[src/rtl/seq_pattern_tx.sv]
// Serial pattern transmitter: captures a WIDTH-bit pattern on start and shifts it
// out MSB-first, repeated repeat_cnt times with optional FILL gaps, then pulses done.
module seq_pattern_tx #(
  parameter int   WIDTH = 4,
  parameter int   CNT_W = 8,
  parameter int   GAP_W = 4,
  parameter logic FILL  = 1'b0
) (
  input  logic             clk,
  input  logic             rst,
  input  logic             start,
  input  logic [WIDTH-1:0] pattern,
  input  logic [CNT_W-1:0] repeat_cnt,
  input  logic [GAP_W-1:0] gap,
  output logic             out,
  output logic             out_valid,
  output logic             busy,
  output logic             done
);

  localparam int IDX_W = (WIDTH > 1) ? $clog2(WIDTH) : 1;
  localparam logic [IDX_W-1:0] IDX_TOP = IDX_W'(WIDTH - 1);

  localparam logic [1:0] S_IDLE = 2'd0;
  localparam logic [1:0] S_SEND = 2'd1;
  localparam logic [1:0] S_GAP  = 2'd2;
  localparam logic [1:0] S_DONE = 2'd3;

  logic [1:0]       state_q,   state_d;
  logic [IDX_W-1:0] idx_q,     idx_d;
  logic [WIDTH-1:0] pattern_q, pattern_d;
  logic [CNT_W-1:0] rep_q,     rep_d;
  logic [GAP_W-1:0] gap_q,     gap_d;
  logic [GAP_W-1:0] gcnt_q,    gcnt_d;

  // Next-state and datapath update
  always_comb begin
    state_d   = state_q;
    idx_d     = idx_q;
    pattern_d = pattern_q;
    rep_d     = rep_q;
    gap_d     = gap_q;
    gcnt_d    = gcnt_q;
    case (state_q)
      S_IDLE: begin
        if (start) begin
          pattern_d = pattern;
          rep_d     = repeat_cnt;
          gap_d     = gap;
          idx_d     = IDX_TOP;
          if (repeat_cnt == {CNT_W{1'b0}}) begin
            state_d = S_DONE;
          end else begin
            state_d = S_SEND;
          end
        end else begin
          state_d = S_IDLE;
        end
      end
      S_SEND: begin
        if (idx_q == {IDX_W{1'b0}}) begin
          rep_d = rep_q - CNT_W'(1);
          // rep_q counts remaining passes, so the last pass ends with rep_q at one
          if (rep_q == CNT_W'(1)) begin
            state_d = S_DONE;
          end else if (gap_q == {GAP_W{1'b0}}) begin
            idx_d = IDX_TOP;
          end else begin
            state_d = S_GAP;
            gcnt_d  = gap_q;
          end
        end else begin
          idx_d = idx_q - IDX_W'(1);
        end
      end
      S_GAP: begin
        if (gcnt_q == GAP_W'(1)) begin
          state_d = S_SEND;
          idx_d   = IDX_TOP;
        end else begin
          gcnt_d = gcnt_q - GAP_W'(1);
        end
      end
      S_DONE: begin
        state_d = S_IDLE;
      end
      default: begin
        state_d = S_IDLE;
      end
    endcase
  end

  // State registers with synchronous reset
  always_ff @(posedge clk) begin
    if (rst) begin
      state_q   <= S_IDLE;
      idx_q     <= {IDX_W{1'b0}};
      pattern_q <= {WIDTH{1'b0}};
      rep_q     <= {CNT_W{1'b0}};
      gap_q     <= {GAP_W{1'b0}};
      gcnt_q    <= {GAP_W{1'b0}};
    end else begin
      state_q   <= state_d;
      idx_q     <= idx_d;
      pattern_q <= pattern_d;
      rep_q     <= rep_d;
      gap_q     <= gap_d;
      gcnt_q    <= gcnt_d;
    end
  end

  // Moore output decode from registered state only
  always_comb begin
    out       = FILL;
    out_valid = 1'b0;
    busy      = 1'b0;
    done      = 1'b0;
    case (state_q)
      S_SEND: begin
        out       = pattern_q[idx_q];
        out_valid = 1'b1;
        busy      = 1'b1;
      end
      S_GAP: begin
        busy = 1'b1;
      end
      S_DONE: begin
        done = 1'b1;
      end
      default: begin
        out = FILL;
      end
    endcase
  end

endmodule

[config.mk]
export PLATFORM = sky130hd
export DESIGN_NAME = seq_pattern_tx
export DESIGN_NICKNAME = d
export VERILOG_FILES = /design/src/rtl/seq_pattern_tx.sv
export SDC_FILE = /design/constraint.sdc
export NUM_CORES = 1
export LEC_CHECK = 0
export ABC_AREA = 1
export CAP_MARGIN = 40
export CORE_ASPECT_RATIO = 2
export CORE_MARGIN = 3
export CORE_UTILIZATION = 40
export DETAILED_ROUTE_END_ITERATION = 10
export HOLD_SLACK_MARGIN = 0.06
export PLACE_DENSITY = 0.66
export SLEW_MARGIN = 20
export SYNTH_ARGS = -nofsm -noshare
export SYNTH_HDL_FRONTEND = slang
export SYNTH_SLANG_ARGS = --single-unit
[constraint.sdc]
create_clock -name clk -period 1.85 [get_ports clk]
set_input_delay 0.37 -clock clk [delete_from_list [all_inputs] [get_ports clk]]
set_output_delay 0.37 -clock clk [all_outputs]
set_load 0.01 [all_outputs]
==> results_dict.tcl <==
set metrics [dict create \
    status "finished clean" \
    cts.clk_slew.worst_paths_ns 0.09 \
    power_density_nw_per_um2 1500 \
    netlist_top_cells_count "nand2_1 (57), nor2_1 (47), inv_1 (32)" \
    clockRootBuffer "clkbuf_8" \
    hold_class "flop to flop" \
    wire_per_inst_um 11.4 \
    die_y_um 93.6 \
    place_hpwl_um 2910 \
    synth_area_leader_cell "dfxtp_1" \
    finalClockSkew_ns 0.00486 \
    dieWidth_um 49.8 \
    leakage_nw 0.904 \
    num_rows 31 \
    route.met3.wl_um 83 \
    yosysWarnings 0 \
    ant_nets 0 \
    rsz0062_at_grt "no" \
    clockBufferDepth 2 \
    vdd_ir_drop_max_mv 0.855 \
    highest_layer "met4" \
    critical_path.max_fanout 3 \
    synth_area_um2 1540 \
    ys_types 23 \
    start_util 0.421 \
    ys_seq_elements 24 \
    rrSetupSlack_ns 0.23 \
    syn_to_final_growth_pct 23.0 \
    min_path_cells 2 \
    async_reset_ff_frac 0 \
    drtPass1Iterations 4 \
    worstSkewPairLatency_ns 0.27 \
    avgSynthCellArea_um2 6.24 \
    dieArea_um2 4660 \
    fin_crit_ns 1.73 \
    final_hold_viol_count 0 \
    nNetsFinal 303 \
    critPathMaxStageDelay_ns 0.53 \
    vias 1568 \
    hold_end "rep_q[6]" \
    cts_hold_buffers 0 \
    cp-end-kind "output pin" \
    ys_seq_area_frac 0.313 \
    via_per_inst 4.87 \
    drv_cap 0 \
    placed_cells 318 \
    grt_pass1_vias 1513 \
    synth_area_leaders "dfxtp_1 (31%), nand2_1 (14%), nor2_1 (11%)" \
    grt_pass1_wl_um 6340 \
    path_cells "ha_1 > clkdlybuf4s50_1" \
    ctsHtreeMaxLevel 1 \
    drt_wl_total_um 3660 \
    maxSlewViolCount 0 \
    port_buffers 22 \
    wl_met2_um 2040 \
    synth_most_common_cell "nand2_1" \
    drtIter0Drc 14 \
    synthFlopType "dfxtp_1" \
    r2r-start "state_q[1]" \
    gp_congestion 0.879 \
    numCtsBuffers 3 \
    drc_errors 0 \
    clkSinkCount 24 \
    max-slew-margin-rel 0.754 \
    synth_edf_count 0 \
    cp-startpoint "state_q[1]" \
    diodes 0 \
    fmax_ghz 0.578 \
    setup_violations 0 \
    worst_slew_pin_slew_ns 0.369 \
    synth_top_area_frac 0.313 \
    syn-num-nets 275 \
    arrival_ns 1.36 \
    drive_above_1_share 0.0842 \
    syn-instance-count 246 \
    reg2reg_depth 12 \
    m1WireLength_um 1400 \
    startpoint_type "flop" \
    final_cell_count_no_fill 322 \
    crit_slowest_cell "clkdlybuf4s50_1" \
    grt_overflow 0 \
    cts_tree "done" \
    finalSetupTns_ns 0 \
    coreArea_um2 3650 \
    ios 23 \
    holdCritStartpoint "rep_q[6]" \
    min_period_over_period 0.935 \
    grtUsageTotal 0.174 \
    grt_max_degree 20 \
    worstPathRequired_ns 1.48 \
    setup_slack_ns 0.121 \
    timing.rr.end "rep_q[7]" \
    dp_slack_ns 0.106 \
    worstSetupPathType "flop to output pin" \
    antenna_found_initial 0 \
]
[layout by cell type, fill, tap and decap left out, types with 2 or more instances in the layout]
cell and count:
ha_1 9, a21oi_1 18, dlygate4sd2_1 3, inv_1 31, inv_2 4, clkdlybuf4s50_1 19
o21ai_0 22, nand4_1 2, buf_4 5, clkbuf_8 4, nand3_1 14, o21ai_1 3
nand2_1 57, nor2_1 47, a21oi_2 2, dfxtp_1 23
[what timing repair did]
| item | 4_1_cts | 5_1_grt |
|---|---|---|
| endpoints found under the setup margin | 3 | 1 |
| buffers inserted | 0 | 0 |
| resized for setup | 5 | 2 |
| gates cloned | 0 | 0 |
| endpoints found under the hold margin | 0 | 0 |
[report_power, final]
part | leakage [nW] | switching, mW | internal (mW)
Clock | 0.0288 | 0.172 | 0.190
Sequential | 0.199 | 0.117 | 0.693
Combinational | 0.677 | 1.03 | 0.633
[layout make-up]
type | count | area (µm²)
Fill cell | 423 | 1760
Multi-Input combinational cell | 181 | 890
Sequential cell | 24 | 482
Timing Repair Buffer | 28 | 265
Inverter | 36 | 135
Tap cell | 49 | 61.3
Clock buffer | 4 | 55.1
[kinds of logic after synthesis]
group                    after synthesis  synth area share
buffers and inverters                 41             0.109
AND/OR/NAND/NOR                      124             0.335
flip-flops                            24             0.313
adder cells (fa/ha/maj)               10            0.0815
AO/OA/AOI/OAI                         47             0.161
[flip-flops by register name (all words and copies together) (netlist names)]
signal,count
state_q,2
rep_q,8
idx_q,2
pattern_q,4
gcnt_q,4
gap_q,4
[worst max-delay path: cells and delay by family, from the launching register on]
family | cells | cell delay [ns]
DFF | 1 | 0.38
adders and majority gates | 1 | 0.18
buffers and inverters | 1 | 0.53
[through the flow]
stage | utilization | power [mW] | hold WS (ns) | instance area, µm²
6_report | 0.518 | 2.84 | 0.484 | 1890
5_1_grt | 0.518 | 3.16 | 0.511 | 1890
4_1_cts | 0.517 | 2.87 | 0.489 | 1890
3_5_place_dp | 0.502 | 2.51 | 0.476 | 1830
3_3_place_gp | 0.502 | 2.50 | 0.464 | 1830
2_1_floorplan | - | 2.08 | 0.432 | 1540
[routing by layer]
| metal | vias to the layer above | global-route usage |
|---|---|---|
| li1 | 829 | - |
| met2 | 26 | 0.343 |
| met3 | 12 | 0.0159 |
| met1 | 701 | 0.164 |
| met5 | - | 0 |
| met4 | 0 | 0.106 |
[how the worst max path moves through the flow]
stage,endpoint,cells past startpoint
global placement,out_valid,4
floorplan,out,5
CTS,out,5
detailed placement,out_valid,4
finish,done,2
global route,out,5
Note: power is estimated with default switching activity, not from simulation.
